### src/rtl/johnson_seq_ctrl.sv
// Run controller for an N-stage Johnson ring used as a 2N-phase sequencer: runs
// num_cycles full rotations with hold/abort and recovers from illegal ring codes.
module johnson_seq_ctrl #(
   parameter int N     = 4,
   parameter int CNT_W = 8
) (
   input  logic             clk,
   input  logic             rst,
   input  logic             start,
   input  logic [CNT_W-1:0] num_cycles,
   input  logic             dir,
   input  logic             hold,
   input  logic             abort,
   output logic             busy,
   output logic             done,
   output logic             err,
   output logic [1:0]       fsm_state,
   output logic [N-1:0]     jc_state,
   output logic [2*N-1:0]   phase,
   output logic [CNT_W-1:0] rot_cnt
);
   localparam int PW = 2 * N;
   localparam int KW = $clog2(PW);
   localparam int TW = $clog2(N) + 1;
   localparam logic [KW:0] TWO_N = (KW+1)'(PW);

   typedef enum logic [1:0] {
      IDLE  = 2'd0,
      RUN   = 2'd1,
      PAUSE = 2'd2,
      DONE  = 2'd3
   } state_t;

   state_t           state;
   state_t           next_state;
   logic [CNT_W-1:0] num_lat;
   logic [CNT_W-1:0] rot_inc;
   logic             dir_lat;
   logic             illegal;
   logic             accept;
   logic             step;
   logic             wrap;
   logic [N-1:0]     jc_next;
   logic [TW-1:0]    trans;
   logic [KW-1:0]    pop;
   logic [KW-1:0]    idx;

   // A legal Johnson code has at most one boundary between its run of ones and zeros.
   always_comb begin
      trans = '0;
      for (int j = 0; j < N-1; j++) begin
         trans = trans + TW'(jc_state[j] ^ jc_state[j+1]);
      end
      illegal = (trans > TW'(1));
   end

   always_comb begin
      pop = '0;
      for (int j = 0; j < N; j++) begin
         pop = pop + KW'(jc_state[j]);
      end
      if (jc_state[0]) begin
         idx = pop;
      end else if (pop == '0) begin
         idx = '0;
      end else begin
         idx = KW'(TWO_N - {1'b0, pop});
      end
      phase = PW'(1) << idx;
   end

   always_comb begin
      jc_next = dir_lat ? {~jc_state[0], jc_state[N-1:1]}
                        : {jc_state[N-2:0], ~jc_state[N-1]};
      rot_inc = rot_cnt + CNT_W'(1);
      accept  = ((state == IDLE) || (state == DONE)) && start && !abort && !illegal;
      step    = (state == RUN) && !hold && !abort && !illegal;
      wrap    = step && (jc_next == '0);
   end

   always_ff @(posedge clk or negedge rst) begin
      if (!rst) begin
         state <= IDLE;
      end else begin
         state <= next_state;
      end
   end

   // Illegal-code recovery outranks abort, which outranks everything the host asks for.
   always_comb begin
      next_state = state;
      if (illegal || abort) begin
         next_state = IDLE;
      end else begin
         case (state)
            IDLE, DONE: begin
               if (start) begin
                  next_state = (num_cycles != '0) ? RUN : DONE;
               end else begin
                  next_state = IDLE;
               end
            end
            RUN: begin
               if (hold) begin
                  next_state = PAUSE;
               end else if (wrap && (rot_inc == num_lat)) begin
                  next_state = DONE;
               end
            end
            PAUSE: begin
               if (!hold) begin
                  next_state = RUN;
               end
            end
            default: next_state = IDLE;
         endcase
      end
   end

   always_comb begin
      busy      = (state == RUN) || (state == PAUSE);
      done      = (state == DONE);
      fsm_state = state;
   end

   always_ff @(posedge clk or negedge rst) begin
      if (!rst) begin
         jc_state <= '0;
         rot_cnt  <= '0;
         num_lat  <= '0;
         dir_lat  <= 1'b0;
         err      <= 1'b0;
      end else begin
         err <= illegal;
         if (illegal || (abort && (state != IDLE))) begin
            jc_state <= '0;
         end else if (accept) begin
            jc_state <= '0;
            rot_cnt  <= '0;
            num_lat  <= num_cycles;
            dir_lat  <= dir;
         end else if (step) begin
            jc_state <= jc_next;
            if (wrap) begin
               rot_cnt <= rot_inc;
            end
         end
      end
   end

endmodule
### config.mk
export PLATFORM = sky130hd
export DESIGN_NAME = johnson_seq_ctrl
export DESIGN_NICKNAME = d
export VERILOG_FILES = /design/src/rtl/johnson_seq_ctrl.sv
export SDC_FILE = /design/constraint.sdc
export NUM_CORES = 1
export LEC_CHECK = 0
export BUFFER_PORTS_ARGS = -buffer_cell sky130_fd_sc_hd__buf_2
export CORE_MARGIN = 2
export CORE_UTILIZATION = 35
export DETAILED_ROUTE_END_ITERATION = 8
export PLACE_DENSITY = 0.66
export SLEW_MARGIN = 5
export SYNTH_ARGS = -nofsm -noshare
export SYNTH_HDL_FRONTEND = slang
export SYNTH_SLANG_ARGS = --single-unit
### constraint.sdc
create_clock -name clk -period 6.75 [get_ports clk]
set_clock_uncertainty 0.05 [all_clocks]
set_input_delay 1.35 -clock clk [delete_from_list [all_inputs] [get_ports clk]]
set_output_delay 1.35 -clock clk [all_outputs]
set_load 0.01 [all_outputs]
After elaboration in Yosys (flattened, before gate mapping)
Index checks and enable logic that the tools add are counted.

word-level totals
  register bits = 24
  input bits = 14
  output and inout port bits = 25
  word-level logic and storage cells = 71

cells by class
  add/sub/neg operators = 7
  order comparisons = 1
  eq/ne operators = 6
  shifts and indexed selects = 1
  muxes and demuxes = 16
  bitwise logic cells = 6
  reductions and logical operators = 28

operators by type and width
  cell                                                            number
  2-to-1 mux 8 bit                                                3
  2-to-1 mux 4 bit                                                4
  2-to-1 mux 2 bit                                                6
  logical AND 1 bit                                               9
  adder 8 x 1 -> 8 bit (second input constant)                    1
  equality test 8 bit                                             1
  nonzero test 8 bit                                              1
  << shifter 1 x 3 -> 8 bit (first input constant)                1
  adder 2 x 1 -> 3 bit                                            2
  2-to-1 mux 3 bit                                                2
  case mux 2 bit (3 select lines)                                 1
  nonzero test 2 bit                                              3
  adder 1 x 1 -> 2 bit                                            2
  equality test 2 bit (second input constant)                     2
  zero test 4 bit                                                 1
  logical OR 1 bit                                                4
  != test 4 x 2 -> 1 bit (second input constant)                  1
  AND reduction 2 bit                                             2
  adder 3 x 1 -> 3 bit                                            1
  greater-than comparator 3 x 1 -> 1 bit (second input constant)  1
  zero test 1 bit                                                 3
  zero test 3 bit                                                 1
  != test 3 bit (second input constant)                           1
  NOT 1 bit                                                       3
  7 further kinds                                                 9

Depth between registers and ports, before layout
Gate-level depths: netlist of the first run.

  depth after elaboration = 12
  gate-level depth with buffers = 9
  mapped depth without buffers = 9

Least setup slack after synthesis of the first run
No wires, ideal clock.

  path kind = reg2out
  from = register jc_state[1]
  to = output port phase[2]
  data arrival time = 2.383 ns
  required time = 5.350 ns
  setup slack = 2.967 ns
  stages on the path, launching flop included = 9
  buffers on the path = 0
  cells stage by stage = dfrtp_1 fa_1 ha_1 ha_1 inv_1 ha_1 inv_1 o32a_1 nor2_1

between the ends
  word-level cells in the longest chain between the ends = 7
  elaborated cells on any way between the ends = 8
  those cells by class = 4 x add/sub; 1 x shift; 2 x mux; 1 x reduce/logical

RTL lines
  element                                                       RTL line  source
  from (decl)                                                   18        output logic [N-1:0] jc_state,
  from (signal assigned)                                        143       jc_state <= jc_next;
  adder 1 x 1 -> 2 bit *                                        60        pop = pop + KW'(jc_state[j]);
  adder 2 x 1 -> 3 bit *                                        60
  adder 3 x 1 -> 3 bit *                                        60
  subtractor 1 x 3 -> 3 bit or zero test 3 bit (tied branches)  67, 64
  2-to-1 mux 3 bit                                              64        end else if (pop == '0) begin
  2-to-1 mux 3 bit *                                            62        if (jc_state[0]) begin
  << shifter 1 x 3 -> 8 bit *                                   69        phase = PW'(1) << idx;
  to (decl)                                                     19        output logic [2*N-1:0] phase,

Every way passes the cells marked *; elsewhere a longest branch is shown, timed or not.

Final worst setup path of the first run
  from = register jc_state[0]
  to = output port phase[0]

between the ends
  word-level cells in the longest chain between the ends = 7
  elaborated cells on any way between the ends = 8
  those cells by class = 4 x add/sub; 1 x shift; 2 x mux; 1 x reduce/logical

RTL lines
  element                                                       RTL line
  adder 1 x 1 -> 2 bit                                          60
  adder 2 x 1 -> 3 bit                                          60
  adder 3 x 1 -> 3 bit                                          60
  subtractor 1 x 3 -> 3 bit or zero test 3 bit (tied branches)  67, 64
  2-to-1 mux 3 bit                                              64
  2-to-1 mux 3 bit *                                            62
  << shifter 1 x 3 -> 8 bit *                                   69

Marked as above.

==> results by group, run 1 <==
Run status
  • Status: completed

Placed design
  • Dpl cell area: 0.00196 mm^2
  • GPL Wtd Cong: 0.757
  • DP Worst Slack: 2.75 ns
  • Placed cell count: 282
  • Detailed-placement wirelength estimate: 2.65 mm
  • I/O Buffers: 38

STA
  • Fin crit period: 4.29 ns
  • Final worst-path cycle share: 63.5%
  • Setup TNS: 0 ns
  • Endpoints failing setup: 0
  • Hold Slack: 0.484 ns
  • Final WS setup: 2.46 ns
  • Fmax achieved: 0.233 GHz
  • Slew Viols, Final: 0
  • Final hold violations: 0
  • Worst-margin pin slew: 0.955 ns
  • Rel. slew slack: 35.7%
  • RSZ-0062 raised after global routing: no

Critical path
  • Crit-path max cell delay: 0.63 ns
  • Crit Path Category: reg2out
  • Crit path top cell by count: ha_1
  • Crit-path cells: fa_1 > ha_1 > ha_1 > inv_1 > ha_1 > xnor2_1 > nor3_1 > a21oi_1 > nor2_1 > buf_2
  • Worst path top cell family by delay: adder cells
  • Worst Path Buf+Inv: 2
  • CP startpoint kind: register
  • Worst path slowest cell: dfrtp_1
  • CP Max Fanout: 16
  • CP required: 5.35 ns
  • WP data arrival: 2.89 ns
  • Setup crit end kind: output port

Clock network
  • Hold_buf cts: 0
  • CTS tree: built
  • Htree depth: 1
  • CTS resizes: 0
  • Clk root buf: clkbuf_8
  • Worst-case clock buffer depth: 2
  • Clk pin slew, worst setup/hold paths: 0.08 ns
  • Clock sink count: 24
  • TritonCTS Buffers: 3
  • Setup Buffers After CTS: 0
  • Clock Latency Late Sink: 0.27 ns

Yosys
  • Largest area contributor in the netlist: dfrtp_1
  • Adder-cell share of the synthesized area: 8.47%
  • Xor/xnor share of the synthesized area: 10.2%
  • Synth top area share: 35.1%
  • FF+latch count, synth: 24
  • Largest family of logic cells by synthesized area: simple AND/OR/NAND/NOR gates
  • Synth Area in Simple Gates: 22.6%
  • Number of synthesized flops with an enable pin: 0
  • Post-synth top flop: dfrtp_1
  • Count leader, synth: nor2_1
  • Synth unique cells: 48
  • Commonest cells in the synthesized netlist: 32 x nor2_1, 24 x dfrtp_1, 12 x xnor2_1
  • Post-synth ARST share: 100%
  • Synth Instances: 184
  • Synth area leaders: dfrtp_1 35%, ha_1 7.3%, nor2_1 7.0%
  • Mapped Area: 0.00171 mm^2
  • Seq/Total Area, Yosys: 35.1%
  • Syn_area_per_cell: 9.31 um^2
  • Mux cell area share after synthesis: 8.25%
  • Synth Area in Compound Gates: 12.5%
  • Synth Net Count: 209
  • Ys Warns: 0

Finish
  • Inserted Diodes: 0
  • Final core utilization: 42.6%
  • Synth-to-layout area growth: 17.6%
  • Layout Cells excl Fill: 286
  • Share of layout cells above drive strength 1: 26.5%
  • Final Net Count: 245
  • Cell area after layout: 0.00201 mm^2

Route
  • Highest Signal Layer: met4
  • Pre-Repair DR Iteration Count: 4
  • Initial DRC count: 81
  • ANT nets after route: 0
  • # DRC: 0
  • Routed wl met2: 1.55 mm
  • Final Routed Wirelength: 3.48 mm
  • Met1 wire length: 1.77 mm
  • Met3 Wirelength: 111 um
  • Via count: 1411
  • Vias/cell: 4.93
  • Drt wl/cell: 12.2 um

Pwr
  • Total power draw: 0.801 mW
  • P_leak: 0.954 nW
  • VDD IR-drop max: 0.185 mV
  • Pwr/cell area: 397 mW/mm^2

Floorplanning
  • Die Y: 74.0 um
  • Initial Util: 36.3%
  • Die ar.: 0.00547 mm^2
  • # rows: 25
  • IO Count: 39
  • Core area: 0.00472 mm^2
  • Die extent in x: 74.0 um

GRT
  • GRT Util Overall: 13.4%
  • Number of global-route vias before repair: 1177
  • First-pass GRT wire length: 5.78 mm
  • Initial antenna violation count: 0
  • Largest net degree at the start of global routing: 25
  • Total gr overflow: 0

Min path
  • Worst min-delay path category: reg2reg

Flow run
  • Max_cap viols: 0
## path summary, 6_finish.rpt
| kind | start | endpoint | slack, ns | depth (start not counted) |
|---|---|---|---|---|
| setup / recovery | jc_state[0] | phase[0] | 2.46 | 10 |
| hold / removal | num_lat[5] | num_lat[5] | 0.48 | 1 |
| setup reg to reg | jc_state[0] | fsm_state[0] | 3.56 | 8 |
| hold reg to reg | num_lat[5] | num_lat[5] | 0.48 | 1 |
| max in group asynchronous | rst | jc_state[0] | 5.28 | 1 |
| min in group asynchronous | rst | rot_cnt[4] | 1.00 | 1 |
## report_power, final
group	switching [mW]	internal, mW	total [mW]
logic	0.246	0.212	0.458
clock network	0.0464	0.0522	0.0985
registers	0.0595	0.185	0.244
total	0.352	0.449	0.801
## flip-flops by register name, indices dropped and copies added, names as in the netlist
register,count
num_lat,8
rot_cnt,8
jc_state,4
fsm_state,2
dir_lat,1
err,1
## routing by layer
metal	GRT usage, %	vias up
met3	1.63	5
met5	0	-
li1	-	721
met4	4.24	0
met1	20.8	664
met2	19.2	21
## cells in the final DEF, fill, tap and decap left out, types with 3 or more instances in the layout
| cell type | instances |
|---|---|
| inv_1 | 6 |
| and2_1 | 3 |
| ha_1 | 10 |
| nor2_1 | 32 |
| buf_2 | 38 |
| mux2_2 | 9 |
| nand3_1 | 6 |
| xnor2_1 | 12 |
| xor2_1 | 8 |
| a211oi_1 | 3 |
| clkbuf_8 | 4 |
| dfrtp_1 | 24 |
| o21ai_0 | 3 |
| a32oi_1 | 3 |
| nor4_1 | 3 |
| mux2i_1 | 4 |
| a21oi_1 | 7 |
| nand2b_1 | 4 |
| nand2_1 | 7 |
## cell families (layout without fill, tap and decap cells)
family	Yosys count	after routing
and+or+nand+nor	74	74
adders and majority gates	11	11
DFF	24	24
muxes	13	13
buffers and inverters	13	48
xor gates and xnor gates	20	20
AOI/OAI and AO/OA	29	29
## cell type report
class / count / area, um^2
inverter: 6 / 22.5
timing repair buffer: 38 / 190
sequential: 24 / 601
multi-input combinational: 147 / 1060
clock buffer: 4 / 55.1
fill: 479 / 2710
tap: 67 / 83.8
## worst reg2reg max path, cell delays in order, from the launching register on
cell,delay (ns)
dfrtp_1,0.63
ha_1,0.32
ha_1,0.22
or4b_4,0.57
a21oi_4,0.24
or4b_1,0.47
nor4_1,0.27
a21boi_2,0.23
o22ai_1,0.09
(Power assumes the default switching activity.)
==> run 2: changes to the inputs <==
ABC_AREA = 1   (was unset)
clock period = 4.31 ns   (was 6.75 ns; I/O delays follow)
==> results by group, run 2 <==
Yosys
  • Syn_area_per_cell: 7.38 um^2
  • Synth Area in Compound Gates: 10.2%
  • Ys Warns: 0
  • Commonest cells in the synthesized netlist: 60 x nand2_1, 31 x inv_1, 26 x nor2_1
  • Mux cell area share after synthesis: 2.08%
  • FF+latch count, synth: 24
  • Synth top area share: 37.0%
  • Seq/Total Area, Yosys: 37.0%
  • Largest area contributor in the netlist: dfrtp_1
  • Adder-cell share of the synthesized area: 8.94%
  • Xor/xnor share of the synthesized area: 2.70%
  • Post-synth ARST share: 100%
  • Number of synthesized flops with an enable pin: 0
  • Mapped Area: 0.00162 mm^2
  • Synth unique cells: 25
  • Synth Area in Simple Gates: 30.2%
  • Largest family of logic cells by synthesized area: simple AND/OR/NAND/NOR gates
  • Synth Instances: 220
  • Synth Net Count: 245
  • Synth area leaders: dfrtp_1 37%, nand2_1 14%, ha_1 7.7%
  • Post-synth top flop: dfrtp_1
  • Count leader, synth: nand2_1

Flow run
  • Max_cap viols: 0

Floorplanning
  • Initial Util: 36.8%
  • Core area: 0.00441 mm^2
  • # rows: 24
  • Die extent in x: 72.1 um
  • IO Count: 39
  • Die ar.: 0.00520 mm^2
  • Die Y: 72.1 um

STA
  • Hold Slack: 0.487 ns
  • Slew Viols, Final: 0
  • Final hold violations: 0
  • RSZ-0062 raised after global routing: no
  • Final WS setup: 0.642 ns
  • Fmax achieved: 0.273 GHz
  • Endpoints failing setup: 0
  • Setup TNS: 0 ns
  • Fin crit period: 3.67 ns
  • Final worst-path cycle share: 85.1%
  • Worst-margin pin slew: 0.538 ns
  • Rel. slew slack: 64.1%

Pwr
  • VDD IR-drop max: 0.170 mV
  • Total power draw: 1.01 mW
  • P_leak: 1.04 nW
  • Pwr/cell area: 523 mW/mm^2

Clock network
  • Hold_buf cts: 0
  • Clk root buf: clkbuf_8
  • TritonCTS Buffers: 3
  • CTS resizes: 0
  • Clock sink count: 24
  • Htree depth: 1
  • Clock Latency Late Sink: 0.27 ns
  • Clk pin slew, worst setup/hold paths: 0.09 ns
  • CTS tree: built
  • Setup Buffers After CTS: 0
  • Worst-case clock buffer depth: 2

Critical path
  • Worst path slowest cell: fa_1
  • CP startpoint kind: register
  • Crit path top cell by count: ha_1
  • Setup crit end kind: output port
  • Crit Path Category: reg2out
  • Crit-path cells: fa_1 > ha_1 > ha_1 > inv_1 > ha_1 > nor2_1 > xor2_1 > inv_1 > nor2_1 > buf_2
  • WP data arrival: 2.76 ns
  • Crit-path max cell delay: 0.51 ns
  • CP Max Fanout: 9
  • Worst Path Buf+Inv: 3
  • CP required: 3.40 ns
  • Worst path top cell family by delay: adder cells

GRT
  • GRT Util Overall: 13.1%
  • Number of global-route vias before repair: 1247
  • Total gr overflow: 0
  • First-pass GRT wire length: 5.46 mm
  • Initial antenna violation count: 0
  • Largest net degree at the start of global routing: 25

Finish
  • Final Net Count: 285
  • Synth-to-layout area growth: 18.6%
  • Filler instances: 461
  • Final core utilization: 43.7%
  • Most frequent cells in the layout: 60 x nand2_1, 38 x buf_2, 31 x inv_1
  • Cell area after layout: 0.00193 mm^2
  • Most common cell after layout, fill and taps aside: nand2_1
  • Layout Cells excl Fill: 311
  • Share of layout cells above drive strength 1: 20.8%
  • Largest registers: num_lat x8, rot_cnt x8, jc_state x4
  • Inserted Diodes: 0

Placed design
  • DP Worst Slack: 0.889 ns
  • Dpl cell area: 0.00186 mm^2
  • I/O Buffers: 38
  • GPL Wtd Cong: 0.851
  • Detailed-placement wirelength estimate: 2.64 mm
  • Placed cell count: 307

Route
  • Pre-Repair DR Iteration Count: 5
  • Initial DRC count: 87
  • Drt wl/cell: 10.9 um
  • # DRC: 0
  • Final Routed Wirelength: 3.39 mm
  • Vias/cell: 4.78
  • ANT nets after route: 0
  • Via count: 1486

Min path
  • Worst min-delay path category: reg2reg

Run status
  • Status: completed
[run 2: path summary, 6_finish.rpt]
path | startpoint | end | slack [ns] | cells after the start
setup / recovery | jc_state[0] | phase[7] | 0.64 | 10
hold / removal | num_lat[1] | num_lat[1] | 0.49 | 1
setup reg to reg | jc_state[0] | rot_cnt[0] | 1.85 | 10
hold reg to reg | num_lat[1] | num_lat[1] | 0.49 | 1
max in group asynchronous | rst | jc_state[3] | 3.33 | 1
min in group asynchronous | rst | rot_cnt[0] | 0.52 | 1
[run 2: cell type report]
type / instances / area (um^2) / area share, %
Clock buffer: 3 / 41.3 / 2.14
Clock inverter: 1 / 30.0 / 1.56
Inverter: 32 / 120 / 6.23
Multi-Input combinational cell: 161 / 880 / 45.6
Sequential cell: 24 / 601 / 31.2
Tap cell: 52 / 65.1 / 3.38
Timing Repair Buffer: 38 / 190 / 9.87
[run 2: kinds of logic (layout without fill, tap and decap cells)]
logic type / count (synthesis) / in the layout
AO/OA/AOI/OAI: 30 / 30
AND/OR/NAND/NOR: 112 / 112
multiplexers: 3 / 3
XOR/XNOR: 5 / 5
buffers and inverters: 35 / 74
flip-flops: 24 / 24
adder cells (fa/ha/maj): 11 / 11
[run 2: report_power, final]
| group | switching, mW | internal [mW] | total (mW) |
|---|---|---|---|
| Clock | 0.0733 | 0.124 | 0.197 |
| Combinational | 0.283 | 0.186 | 0.469 |
| Sequential | 0.0572 | 0.284 | 0.341 |
| Total | 0.413 | 0.594 | 1.01 |
[run 2: worst reg2reg max path: stages (launching register included)]
cell and delay, ns:
dfrtp_1 0.49, ha_1 0.34, ha_1 0.30, nand3_2 0.11, nand2_4 0.08, nor2_2 0.14, nand2_2 0.25, nand2_1 0.32
inv_1 0.12, nor2_1 0.10, a21oi_1 0.04
[run 2: per-layer routing]
| layer | GRT usage [%] | share of wire (%) | vias to the layer above |
|---|---|---|---|
| li1 | - | - | 778 |
| met5 | 0 | 0 | - |
| met4 | 3.77 | 1.0 | 0 |
| met2 | 20.6 | 46 | 37 |
| met1 | 19.0 | 49 | 667 |
| met3 | 1.67 | 4.0 | 4 |
